`src/rtl/div_unit.sv`:
```
// div_unit: multi-cycle restoring divider (DIV/DIVU), one quotient bit per cycle.
// Ports: clk, rst (sync, active-low), signed_div_i, opdata1_i, opdata2_i,
//   start_i, annul_i -> result_o {rem, quo}, ready_o.
module div_unit #(
  parameter  int DATA_W = 32,
  localparam int CNT_W  = $clog2(DATA_W) + 1
) (
  input  logic                  clk,
  input  logic                  rst,
  input  logic                  signed_div_i,
  input  logic [DATA_W-1:0]     opdata1_i,
  input  logic [DATA_W-1:0]     opdata2_i,
  input  logic                  start_i,
  input  logic                  annul_i,
  output logic [2*DATA_W-1:0]   result_o,
  output logic                  ready_o
);

  typedef enum logic [1:0] {
    S_IDLE,
    S_BYZERO,
    S_ON,
    S_END
  } state_e;

  localparam logic [CNT_W-1:0] CNT_MAX = CNT_W'(DATA_W);

  state_e              state_q, state_d;
  logic [CNT_W-1:0]    cnt_q, cnt_d;
  logic [DATA_W-1:0]   rem_q, rem_d;
  logic [DATA_W-1:0]   dvd_q, dvd_d;
  logic [DATA_W-1:0]   dsr_q, dsr_d;
  logic                qneg_q, qneg_d;
  logic                rneg_q, rneg_d;
  logic [2*DATA_W-1:0] result_q, result_d;
  logic                ready_q, ready_d;

  logic [DATA_W:0]     trial;
  logic                ge;
  logic                neg1, neg2;

  // Shifted remainder is always < 2*divisor, so bit DATA_W of the
  // difference is a reliable borrow flag.
  assign trial = {rem_q, dvd_q[DATA_W-1]} - {1'b0, dsr_q};
  assign ge    = ~trial[DATA_W];
  assign neg1  = signed_div_i & opdata1_i[DATA_W-1];
  assign neg2  = signed_div_i & opdata2_i[DATA_W-1];

  always_comb begin
    state_d  = state_q;
    cnt_d    = cnt_q;
    rem_d    = rem_q;
    dvd_d    = dvd_q;
    dsr_d    = dsr_q;
    qneg_d   = qneg_q;
    rneg_d   = rneg_q;
    result_d = result_q;
    ready_d  = 1'b0;
    unique case (state_q)
      S_IDLE: begin
        if (start_i && !annul_i) begin
          if (opdata2_i == '0) begin
            state_d = S_BYZERO;
          end else begin
            state_d = S_ON;
            dvd_d   = neg1 ? -opdata1_i : opdata1_i;
            dsr_d   = neg2 ? -opdata2_i : opdata2_i;
            rem_d   = '0;
            cnt_d   = '0;
            qneg_d  = neg1 ^ neg2;
            rneg_d  = neg1;
          end
        end
      end
      S_BYZERO: begin
        if (annul_i) begin
          state_d = S_IDLE;
        end else begin
          state_d  = S_END;
          result_d = '0;
        end
      end
      S_ON: begin
        if (annul_i) begin
          state_d = S_IDLE;
        end else if (cnt_q == CNT_MAX) begin
          state_d  = S_END;
          ready_d  = 1'b1;
          result_d = {rneg_q ? -rem_q : rem_q,
                      qneg_q ? -dvd_q : dvd_q};
        end else begin
          rem_d = ge ? trial[DATA_W-1:0]
                     : {rem_q[DATA_W-2:0], dvd_q[DATA_W-1]};
          dvd_d = {dvd_q[DATA_W-2:0], ge};
          cnt_d = cnt_q + 1'b1;
        end
      end
      S_END: begin
        if (annul_i || !start_i) begin
          state_d = S_IDLE;
        end else begin
          ready_d = 1'b1;
        end
      end
      default: state_d = S_IDLE;
    endcase
  end

  always_ff @(posedge clk) begin
    if (!rst) begin
      state_q  <= S_IDLE;
      cnt_q    <= '0;
      rem_q    <= '0;
      dvd_q    <= '0;
      dsr_q    <= '0;
      qneg_q   <= 1'b0;
      rneg_q   <= 1'b0;
      result_q <= '0;
      ready_q  <= 1'b0;
    end else begin
      state_q  <= state_d;
      cnt_q    <= cnt_d;
      rem_q    <= rem_d;
      dvd_q    <= dvd_d;
      dsr_q    <= dsr_d;
      qneg_q   <= qneg_d;
      rneg_q   <= rneg_d;
      result_q <= result_d;
      ready_q  <= ready_d;
    end
  end

  assign result_o = result_q;
  assign ready_o  = ready_q;

endmodule

```
`config.mk`:
```
export PLATFORM = sky130hd
export DESIGN_NAME = div_unit
export DESIGN_NICKNAME = d
export VERILOG_FILES = /design/src/rtl/div_unit.sv
export SDC_FILE = /design/constraint.sdc
export NUM_CORES = 1
export LEC_CHECK = 0
export CORE_MARGIN = 3
export CORE_UTILIZATION = 50
export CTS_BUF_LIST = sky130_fd_sc_hd__clkbuf_2
export CTS_CLUSTER_DIAMETER = 200
export CTS_CLUSTER_SIZE = 25
export DETAILED_ROUTE_END_ITERATION = 10
export PLACE_DENSITY = 0.77
export SYNTH_ARGS = -nofsm -noshare
export SYNTH_HDL_FRONTEND = slang
export SYNTH_SLANG_ARGS = --single-unit
```
`constraint.sdc`:
```
create_clock -name clk -period 4.6 [get_ports clk]
set_clock_uncertainty 0.05 [all_clocks]
set_input_delay 0.92 -clock clk [delete_from_list [all_inputs] [get_ports clk]]
set_output_delay 0.92 -clock clk [all_outputs]
set_load 0.05 [all_outputs]
```
# Word level (Yosys, flattened, before mapping)
# Cells that the tools add are included.
[op_classes]
bitwise = 5
muxes = 35
reduce_logical = 12
n_eq_ne = 12
addsub = 6
[ops]
columns = ["operator", "count"]
rows = [
  ["$mux 32", 13],
  ["$mux 64", 3],
  ["$neg 32->32", 4],
  ["$pmux 32 s2", 2],
  ["$pmux 64 s2", 1],
  ["$sub 33x32->33", 1],
  ["$logic_not 32->1", 1],
  ["$mux 6", 4],
  ["$ne 2x2->1 const B", 7],
  ["$mux 2", 6],
  ["$pmux 6 s2", 1],
  ["$pmux 2 s4", 1],
  ["$add 6x1->6 const B", 1],
  ["$eq 6x6->1 const B", 1],
  ["$reduce_and 3->1", 2],
  ["$reduce_and 5->1", 1],
  ["$eq 2x2->1 const B", 2],
  ["$reduce_and 4->1", 1],
  ["$reduce_bool 2->1", 2],
  ["$mux 1", 3],
  ["$ne 3x3->1 const B", 1],
  ["$and 1x1->1", 2],
  ["$eq 2x1->1 const B", 1],
  ["$logic_not 1->1", 2],
  ["other kinds (6)", 7],
]
[totals]
register_bits = 171

# Depth between registers and ports, before layout
# Gate-level depths: netlist of run 1.
[depth]
ltp_word = 5
ltp_mapped = 13
ltp_nobuf = 11

# Worst setup path before layout of run 1
# OpenSTA, ideal clock, no wires.
[synth_path]
kind = "input to register"
from = "input port opdata2_i[6]"
to = "register rem_q[30]"
path_buffers = 1
stages = 9
slack_ns = 1.104
arrival_time_ns = 3.324
cell_sequence = "or4_1 or4_4 nor4_4 nand2_2 a21bo_1 and4_4 buf_6 and2_0 a221o_1"
[synth_via]
elab_chain_cells = 3
[synth_rtl]
columns = ["element", "line_no", "source"]
rows = [
  ["from (decl)", "12", "input logic [DATA_W-1:0] opdata2_i,"],
  ["$logic_not 32->1", "62", "if (opdata2_i == '0) begin"],
  ["$ne 2x2->1 (no line)", "n/a", ""],
  ["$reduce_and 5->1 (no line)", "n/a", ""],
  ["to (signal assigned)", "123", "rem_q <= rem_d;"],
  ["to (decl)", "30", "logic [DATA_W-1:0] rem_q, rem_d;"],
]
# Every way passes these cells.
# A chain may end at the register's enable or synchronous reset.

# Final worst setup path of run 1
[layout_path]
from = "register dvd_q[31]"
to = "register rem_q[16]"
[layout_via]
elab_chain_cells = 5
[layout_rtl]
columns = ["element", "line_no", "source"]
rows = [
  ["from (decl)", "31", "logic [DATA_W-1:0] dvd_q, dvd_d;"],
  ["from (signal assigned)", "124", "dvd_q <= dvd_d;"],
  ["$sub 33x32->33", "44", "assign trial = {rem_q, dvd_q[DATA_W-1]} - {1'b0, dsr_q};"],
  ["$mux 32", "92", "rem_d = ge ? trial[DATA_W-1:0]"],
  ["$mux 32", "86", "end else if (cnt_q == CNT_MAX) begin"],
  ["$mux 32", "84", "if (annul_i) begin"],
  ["$pmux 32 s2", "59", "unique case (state_q)"],
]
# Every way passes these cells. The select of a mux whose other input is x is not followed.

==> summary.md, run 1 <==
| Metric | Value |
|---|---|
| Via-to-Cell Ratio | `6.01` |
| Cell accounting for the most synthesized area | `dfxtp_1` |
| Post-route cell area | `approximately 13000 µm²` |
| Initial antenna violation count | `1` |
| CTS tree | `built` |
| Non-Filler Instances | `around 1800` |
| Clock slew at reported path FFs | `approximately 320 ps` |
| Seq/Total Area, Yosys | `0.303` |
| DR iter-0 viols | `about 800` |
| Crit path to | `rem_q[16]$_SDFFE_PN0P_` |
| H-tree depth | `4` |
| Wire length per cell | `~17 µm` |
| Die width | `approximately 160 µm` |
| Peak VDD IR | `between 0.15 and 0.2 mV` |
| Worst R2R Start | `dvd_q[31]$_SDFFE_PN0P_` |
| Yosys warns | `0` |
| Post-CTS sizing | `0` |
| Final period util | `0.852` |
| Overflow left after global routing | `0` |
| Max-cap viol count | `0` |
| Height of the die | `between 150 and 200 µm` |
| Cell Pwr Density | `between 300 and 400 nW/µm²` |
| IO Pins | `134` |
| Area growth, synth to finish | `15.4%` |
| # setup viols final | `0` |
| Post-route DRC | `0` |
| Hold-fix buffers, CTS | `0` |
| Root buffer cell | `clkbuf_2` |
| Seq. cell area | `about 3400 µm²` |
| Commonest non-fill, non-tap cell in the layout | `nand2_1` |
| GRT Total Usage | `0.237` |
| Detail Route Antenna Nets | `0` |
| Status | `completed` |
| RSZ-0062 raised after global routing | `no` |
| Placed instance area | `~13000 µm²` |
| Final WL | `between 30 and 40 mm` |
| Crit path DAT | `between 4000 and 5000 ps` |
| Async SR Flop Fraction | `0` |
| Max Buffers Root-to-Sink | `2` |
| Hold Path Class | `flop to flop` |
| Flop2flop setup slack | `just under 700 ps` |
| Reg2reg end | `rem_q[16]$_SDFFE_PN0P_` |
| Worst setup SP type | `flop` |
| Post-route setup TNS | `0 ps` |
| Core Footprint | `22000 µm²` |
| Worst r2r path cells | `12` |
| Row count | `between 50 and 60` |
| Endpoint class of the critical path | `flop` |
| Distinct cells, synth | `70` |
| Largest net degree at the start of global routing | `80` |
| Num CTS Buffers | `17` |
| Syn Nets | `~1500` |
| Area of the die | `around 24000 µm²` |
| Share of cells above drive strength 1 | `0.0589` |
| Req. time, crit path | `about 5300 ps` |
| Placed insts | `1777` |
| Top_reg_cell synth | `dfxtp_1` |
| Worst slew pin tran | `1140 ps` |
| Slew margin rel. | `0.238` |
| Synth Register Bits | `around 170` |
| Max Slew Vio Count | `0` |
| EDFF count, synth | `0` |
| Count of input and output buffers | `133` |
| Final min period | `~3900 ps` |
| Mapped Area | `about 11000 µm²` |
| Max Freq | `between 200 and 300 MHz` |
| Post-Synthesis Cells | `between 1000 and 1500` |
| First-pass GRT wire length | `around 48 mm` |
| Commonest non-fill, non-tap cells in the layout | `205 x nand2_1, 171 x dfxtp_1, 132 x clkdlybuf4s50_1` |
| First-pass DRT Iterations | `5` |
| Fillers | `between 2000 and 2500` |
| Mean Syn Cell Area | `between 7 and 8 µm²` |
| DR vias | `about 11000` |
| Vias in the first global route | `slightly below 10000` |
| Crit-path max FO | `13` |
| Lkg Pwr | `4.95 nW` |
| CP startpoint | `dvd_q[31]$_SDFFE_PN0P_` |
| Crit Path Class | `flop to flop` |
| Post-DP HPWL | `~23 mm` |
| GPL Wtd Cong | `0.977` |
| Hold Violations, Final | `0` |
| Worst skew pair latency | `approximately 790 ps` |
| Area of the multi-input gates | `7310 µm²` |
| Starting density of the core | `0.512` |
| Share of the synthesized area in the top cell type | `0.303` |
| Largest cells by area after synthesis | `dfxtp_1 30%, xnor2_1 6.9%, nand2_1 6.8%` |
| Total clock sinks | `between 150 and 200` |
| Nets | `~1600` |
| Postcts setup bufs | `0` |
## kinds of logic (layout without fill, tap and decap cells)
group	count (synthesis)	count (layout)	share of synthesized area
AND/OR/NAND/NOR	499	499	0.225
XOR/XNOR	148	148	0.115
other	0	1	0
multiplexers	2	2	0.00188
adder cells (fa/ha/maj)	44	44	0.0494
AO/OA/AOI/OAI	425	425	0.255
flip-flops	171	171	0.303
buffers and inverters	144	240	0.0498
## worst min-delay path by stage
stage                                           end  cells after the start  slack, ps                      start
after global placement    result_o[26]$_SDFFE_PN0P_                      2        390  result_o[26]$_SDFFE_PN0P_
final                     result_o[21]$_SDFFE_PN0P_                      2        430  result_o[21]$_SDFFE_PN0P_
after detailed placement  result_o[21]$_SDFFE_PN0P_                      2        390  result_o[21]$_SDFFE_PN0P_
after global routing      result_o[27]$_SDFFE_PN0P_                      2        440  result_o[27]$_SDFFE_PN0P_
after floorplan              dsr_q[31]$_SDFFE_PN0P_                      2        390     dsr_q[31]$_SDFFE_PN0P_
after CTS                 result_o[21]$_SDFFE_PN0P_                      2        440  result_o[21]$_SDFFE_PN0P_
## state kept, by name (all words and copies together) (netlist names)
register  flops
qneg_q        1
ready_o       1
rem_q        32
cnt_q         6
dvd_q        32
state_q       2
result_o     64
rneg_q        1
dsr_q        32
## cell usage after synthesis (5+ instances only)
library cell and count:
a21oi_1 69, o21ai_0 116, o211a_1 23, clkbuf_1 73, nand4_1 27, and2_1 11, a31oi_1 10, a31o_2 5
dfxtp_1 171, buf_1 7, nor3b_1 6, xor2_1 59, nand2b_1 17, or4_1 20, and3_1 9, inv_1 57
nand2_1 205, xnor2_1 89, a41oi_1 5, or3_1 17, nor3_1 23, nand3_1 31, a21boi_0 33, o211ai_1 12
o311ai_0 14, a21o_1 17, buf_2 5, a22oi_1 34, nor2b_1 37, nor2_1 55, or2_2 9, o41ai_1 13
or4_4 11, nor4_1 5, o2111ai_1 8, o31ai_1 37, ha_1 43
## power breakdown
group,internal (mW),total (mW),switching [mW]
Sequential,1.62,1.80,0.173
Clock,0.191,0.842,0.650
Combinational,0.787,2.02,1.23
## cell type report
class                           count  area share
Multi-Input combinational cell   1118       0.562
Clock buffer                       17     0.00654
Sequential cell                   171       0.263
Antenna cell                        1    0.000192
Clock inverter                     15      0.0132
Timing Repair Buffer              151       0.112
Tap cell                          280      0.0269
Inverter                           57      0.0164
## critical path, stage by stage, from the launching register on
cell,delay (ps)
dfxtp_1,420
inv_1,100
ha_1,250
fa_1,410
nand2b_1,180
a21o_1,180
a21oi_1,390
nor3_1,220
nor4_2,640
o41ai_2,230
buf_4,230
or3_1,310
a32o_1,240
## metrics by stage
stage	util	hold slack [ps]	power [mW]	setup WS, ps
floorplan	-	391	3.28	1100
global placement	0.579	385	3.74	477
detailed placement	0.579	394	3.80	433
CTS	0.591	435	4.63	751
global route	0.591	445	4.95	525
finish	0.591	433	4.65	683
## layer usage
metal / up-vias / GRT usage / share of wire
li1: 5333 / - / -
met1: 5105 / 0.347 / 0.47
met2: 418 / 0.364 / 0.44
met3: 29 / 0.0434 / 0.078
met4: 0 / 0.0542 / 0.011
met5: - / 0 / 0
Power figures use the tool's default switching activity.
==> run 2: changes to the inputs <==
--- a/config.mk
+++ b/config.mk
@@ -5,7 +5,7 @@
 export SDC_FILE = /design/constraint.sdc
 export NUM_CORES = 1
 export LEC_CHECK = 0
-export CORE_MARGIN = 3
+export CORE_MARGIN = 2
 export CORE_UTILIZATION = 50
 export CTS_BUF_LIST = sky130_fd_sc_hd__clkbuf_2
 export CTS_CLUSTER_DIAMETER = 200
==> run 2 against run 1 <==
Net effect: sequential cell count is the same; global-route usage grew 1.0 points; clock power grew 6.2%; register-to-register slack lost 60 ps; maximum frequency shrank 1.6%; die area shrank 2.5%; worst hold slack lost 15 ps; clock-buffer cell count is the same; cell count grew 0.22%; combinational power is essentially flat; non-clock buffer count grew 4; worst setup slack lost 64 ps; largest cell class unchanged.
==> summary.md, run 2 (synthesis results as in run 1) <==
| Metric | Value |
|---|---|
| Placed instance area | `approximately 13000 µm²` |
| Post-route setup TNS | `0 ps` |
| Count of input and output buffers | `133` |
| Height of the die | `between 150 and 200 µm` |
| CP max stage delay | `720 ps` |
| Row count | `between 50 and 60` |
| Max Buffers Root-to-Sink | `2` |
| RSZ-0062 raised after global routing | `no` |
| Final min period | `3980 ps` |
| Core Footprint | `about 22000 µm²` |
| Detail Route Antenna Nets | `0` |
| Nets | `~1600` |
| Max Freq | `roughly 250 MHz` |
| Commonest non-fill, non-tap cell in the layout | `nand2_1` |
| Cell Pwr Density | `360 nW/µm²` |
| Post-route DRC | `0` |
| Largest net degree at the start of global routing | `slightly below 80` |
| H-tree depth | `4` |
| Worst setup slack after placement | `395 ps` |
| First-pass GRT wire length | `approximately 49 mm` |
| GRT Total Usage | `0.247` |
| Worst slew pin tran | `1140 ps` |
| Req. time, crit path | `5260 ps` |
| Endpoint class of the critical path | `flop` |
| Commonest non-fill, non-tap cells in the layout | `205 x nand2_1, 171 x dfxtp_1, 132 x clkdlybuf4s50_1` |
| Met1 WL | `roughly 15 mm` |
| Crit path to | `rem_q[30]$_SDFFE_PN0P_` |
| Worst setup SP type | `flop` |
| DR WL met2 | `between 10 and 15 mm` |
| Final WL | `30.1 mm` |
| CTS tree | `built` |
| Postcts setup bufs | `0` |
| Max Slew Vio Count | `0` |
| First-pass DRT Iterations | `5` |
| GPL Wtd Cong | `0.937` |
| Area of the die | `23800 µm²` |
| Vias in the first global route | `9814` |
| Worst path bufs/invs | `2` |
| Crit-path cells | `inv_1 > ha_1 > fa_1 > nand2b_1 > a21o_1 > a21oi_1 > nor3_1 > nor4_2 > o41a_1 > buf_4 > a2111oi_0 > a221o_1` |
| Post-DP HPWL | `between 20 and 25 mm` |
| Crit Path Class | `flop to flop` |
| Overflow left after global routing | `0` |
| Area growth, synth to finish | `15.9%` |
| DR vias | `10700` |
| Via-to-Cell Ratio | `between 5 and 6` |
| Worst R2R Start | `dvd_q[31]$_SDFFE_PN0P_` |
| Smallest hold slack | `between 400 and 500 ps` |
| DR top layer | `met4` |
| Crit path DAT | `around 4600 ps` |
| Share of cells above drive strength 1 | `0.0613` |
| Met3 wire len | `between 1.5 and 2 mm` |
| Clock slew at reported path FFs | `about 280 ps` |
| Fillers | `between 2000 and 2500` |
| Slew margin rel. | `0.237` |
| Flop2flop setup slack | `~620 ps` |
| Hold Violations, Final | `0` |
| DR iter-0 viols | `834` |
| Final period util | `0.866` |
| Kind of cell adding the most delay to the critical path | `compound AO/OA/AOI/OAI gates` |
| Root buffer cell | `clkbuf_2` |
| Critical Path Stages | `12` |
| # setup viols final | `0` |
| Worst skew pair latency | `800 ps` |
| Initial antenna violation count | `1` |
| Peak VDD IR | `about 0.21 mV` |
| CP startpoint | `dvd_q[31]$_SDFFE_PN0P_` |
| Post-CTS sizing | `0` |
| Status | `completed` |
| Crit-path slowest cell | `nor4_2` |
| Lkg Pwr | `~5 nW` |
| Max FFs per register | `64` |
| Crit-path max FO | `28` |
| IO Pins | `134` |
| Hold-fix buffers, CTS | `0` |
| Post-route cell area | `roughly 13000 µm²` |
| Wire length per cell | `16.6 µm` |
| Starting density of the core | `0.514` |
| Worst Setup Slack, final | `619 ps` |
| Max-cap viol count | `0` |
| Hold Path Class | `flop to flop` |
| Worst r2r path cells | `12` |
| Reg2reg end | `rem_q[30]$_SDFFE_PN0P_` |
| Num CTS Buffers | `17` |
| Total clock sinks | `around 170` |
| Die width | `roughly 150 µm` |
==> run 2: changes by cell type in the layout (fill, tap and decap cells not counted), sizes merged <==
cell,change
buf,+4
bufinv,+2
clkinv,-1
clkinvlp,+1
inv,-2
==> run 2: worst min path at each step <==
stage | depth (start not counted) | to | start | slack [ps]
5_1_grt | 2 | result_o[21]$_SDFFE_PN0P_ | result_o[21]$_SDFFE_PN0P_ | 450
6_report | 2 | result_o[31]$_SDFFE_PN0P_ | result_o[31]$_SDFFE_PN0P_ | 420
2_1_floorplan | 2 | dsr_q[31]$_SDFFE_PN0P_ | dsr_q[31]$_SDFFE_PN0P_ | 390
3_5_place_dp | 2 | result_o[21]$_SDFFE_PN0P_ | result_o[21]$_SDFFE_PN0P_ | 390
4_1_cts | 2 | result_o[31]$_SDFFE_PN0P_ | result_o[31]$_SDFFE_PN0P_ | 420
3_3_place_gp | 2 | result_o[24]$_SDFFE_PN0P_ | result_o[24]$_SDFFE_PN0P_ | 380
==> run 2: final cells by class <==
cell class | count | area [µm²] | share of cell area
Clock buffer | 17 | 85.1 | 0.00651
Timing Repair Buffer | 155 | 1490 | 0.114
Sequential cell | 171 | 3420 | 0.262
Tap cell | 280 | 350 | 0.0268
Multi-Input combinational cell | 1118 | 7310 | 0.559
Antenna cell | 1 | 2.50 | 0.000191
Inverter | 57 | 214 | 0.0164
Clock inverter | 15 | 198 | 0.0151
==> run 2: tightest hold or removal path: cells and delay by family, from the launching register on <==
kind	cells	cell delay, ps
AND/OR/NAND/NOR	1	50
flip-flops	1	380
AO/OA/AOI/OAI	1	50
==> run 2: metrics by stage <==
stage | util | total power, mW | cells
2_1_floorplan | - | 3.28 | 1433
3_3_place_gp | 0.582 | 3.75 | 1781
6_report | 0.595 | 4.70 | 1814
5_1_grt | 0.595 | 5.03 | 1814
4_1_cts | 0.595 | 4.70 | 1813
3_5_place_dp | 0.582 | 3.80 | 1781
==> run 2: metal layers <==
| layer | track usage | vias to the layer above |
|---|---|---|
| met5 | 0 | - |
| met1 | 0.360 | 4966 |
| met2 | 0.379 | 362 |
| met4 | 0.0703 | 0 |
| li1 | - | 5332 |
| met3 | 0.0381 | 46 |
==> run 2: power by group <==
group | switching [mW] | internal [mW] | total (mW)
combinational | 1.23 | 0.788 | 2.02
clock | 0.611 | 0.283 | 0.894
sequential | 0.165 | 1.62 | 1.79
total | 2.01 | 2.70 | 4.70
==> run 3: changes to the inputs <==
==> constraint.sdc (replaced) <==
create_clock -name clk -period 4.4 [get_ports clk]
set_clock_uncertainty 0.05 [all_clocks]
set_input_delay 0.88 -clock clk [delete_from_list [all_inputs] [get_ports clk]]
set_output_delay 0.88 -clock clk [all_outputs]
set_load 0.05 [all_outputs]
==> run 3 against run 2 <==
Net effect: non-clock buffer count did not move; register-to-register slack improved by 40 ps; first-iteration DRC count up 5.8%; sequential power is 4% higher; maximum frequency grew 6.5%; critical path depth up 1; combinational power increased by 4%; core utilization barely moved.
==> summary.md, run 3 (synthesis results as in run 1) <==
| Metric | Value |
|---|---|
| Worst Setup Slack, final | `about 660 ps` |
| Height of the die | `154 µm` |
| Nets | `~1600` |
| Post-DP HPWL | `around 22 mm` |
| Worst Hold Path Cells | `2` |
| Via-to-Cell Ratio | `roughly 5.9` |
| Tot Pwr | `roughly 4.9 mW` |
| Wire length per cell | `~17 µm` |
| GPL Wtd Cong | `~0.9` |
| Crit Path Class | `flop to flop` |
| Max Buffers Root-to-Sink | `2` |
| Root buffer cell | `clkbuf_2` |
| Initial antenna violation count | `1` |
| DR vias | `10800` |
| Max FFs per register | `64` |
| # setup viols final | `0` |
| Commonest non-fill, non-tap cell in the layout | `nand2_1` |
| Req. time, crit path | `~5000 ps` |
| Area of the die | `23800 µm²` |
| DR iter-0 viols | `~900` |
| Largest net degree at the start of global routing | `74` |
| Worst setup SP type | `flop` |
| Starting density of the core | `0.514` |
| Detail Route Antenna Nets | `0` |
| Vias in the first global route | `just under 10000` |
| CTS tree | `built` |
| H-tree depth | `4` |
| Total clock sinks | `~170` |
| Num CTS Buffers | `17` |
| Max-cap viol count | `0` |
| Die width | `approximately 150 µm` |
| Worst r2r path cells | `13` |
| Final period util | `0.849` |
| Max Freq | `roughly 270 MHz` |
| Max Slew Vio Count | `0` |
| Final min period | `3740 ps` |
| Commonest non-fill, non-tap cells in the layout | `205 x nand2_1, 171 x dfxtp_1, 132 x clkdlybuf4s50_1` |
| Overflow left after global routing | `0` |
| Share of cells above drive strength 1 | `0.0613` |
| Worst skew pair latency | `~800 ps` |
| Count of input and output buffers | `between 100 and 150` |
| Worst slew pin tran | `about 1100 ps` |
| Core Footprint | `roughly 22000 µm²` |
| Hold Path Class | `input port to flop` |
| Peak VDD IR | `approximately 0.22 mV` |
| First-pass DRT Iterations | `5` |
| Postcts setup bufs | `0` |
| Status | `completed` |
| Area growth, synth to finish | `15.9%` |
| Clock slew at reported path FFs | `roughly 300 ps` |
| Row count | `54` |
| Crit-path max FO | `16` |
| Lkg Pwr | `4.98 nW` |
| Worst setup slack after placement | `approximately 260 ps` |
| Post-route setup TNS | `0 ps` |
| Placed insts | `between 1500 and 2000` |
| GRT Total Usage | `0.248` |
| Layout Utilization | `0.596` |
| Cell Pwr Density | `~380 nW/µm²` |
| IO Pins | `between 100 and 150` |
| Slew margin rel. | `0.261` |
| Hold Violations, Final | `0` |
| Non-Filler Instances | `approximately 1800` |
| Crit path DAT | `about 4400 ps` |
| RSZ-0062 raised after global routing | `no` |
| Post-CTS sizing | `0` |
| First-pass GRT wire length | `between 40 and 50 mm` |
| Final WL | `between 30 and 40 mm` |
| Hold-fix buffers, CTS | `0` |
| Post-route DRC | `0` |
| Endpoint class of the critical path | `flop` |
[run 3: cell types whose count changed in the layout (fill, tap and decap cells not counted), sizes merged]
cell / delta
clkinvlp: +1
clkinv: -1
[run 3: routing by layer]
layer / vias to the layer above / global-route usage / routed length [µm]
met5: - / 0 / 0
met4: 0 / 0.0792 / 457
met3: 37 / 0.0415 / 2100
met2: 372 / 0.372 / 13000
met1: 5029 / 0.361 / 14500
li1: 5350 / - / -
[run 3: worst max-delay path: stages, from the launching register on]
cell,delay [ps]
dfxtp_1,440
inv_1,100
ha_1,240
fa_1,400
nand2b_1,180
a21o_1,180
a21oi_1,390
nor3_1,210
nor4_2,300
buf_4,190
o41ai_2,80
buf_4,210
o21ai_0,440
o221ai_1,200
[run 3: power by group]
group	internal, mW	switching, mW
Clock	0.299	0.655
Combinational	0.824	1.28
Sequential	1.70	0.176
Total	2.82	2.11
[run 3: area by class of cell]
| cell class | instances | area, µm² |
|---|---|---|
| fillers | 1976 | 8880 |
| clock inverters | 15 | 201 |
| well taps | 280 | 350 |
| clock buffers | 17 | 85.1 |
| flip-flops and latches | 171 | 3420 |
| inverters | 57 | 214 |
| diodes | 1 | 2.50 |
| repair buffers | 155 | 1490 |
| multi-input cells | 1118 | 7310 |
[run 3: per-stage QoR]
stage,hold slack [ps],instance area [µm²]
floorplan,391,11300
global placement,385,12800
detailed placement,393,12800
CTS,320,13100
global route,338,13100
finish,375,13100
[run 3: final timing paths]
check	start	endpoint	slack, ps
max	dvd_q[31]$_SDFFE_PN0P_	rem_q[22]$_SDFFE_PN0P_	660
min	rst	dsr_q[30]$_SDFFE_PN0P_	370
max reg2reg	dvd_q[31]$_SDFFE_PN0P_	rem_q[22]$_SDFFE_PN0P_	660
min reg2reg	result_o[31]$_SDFFE_PN0P_	result_o[31]$_SDFFE_PN0P_	430
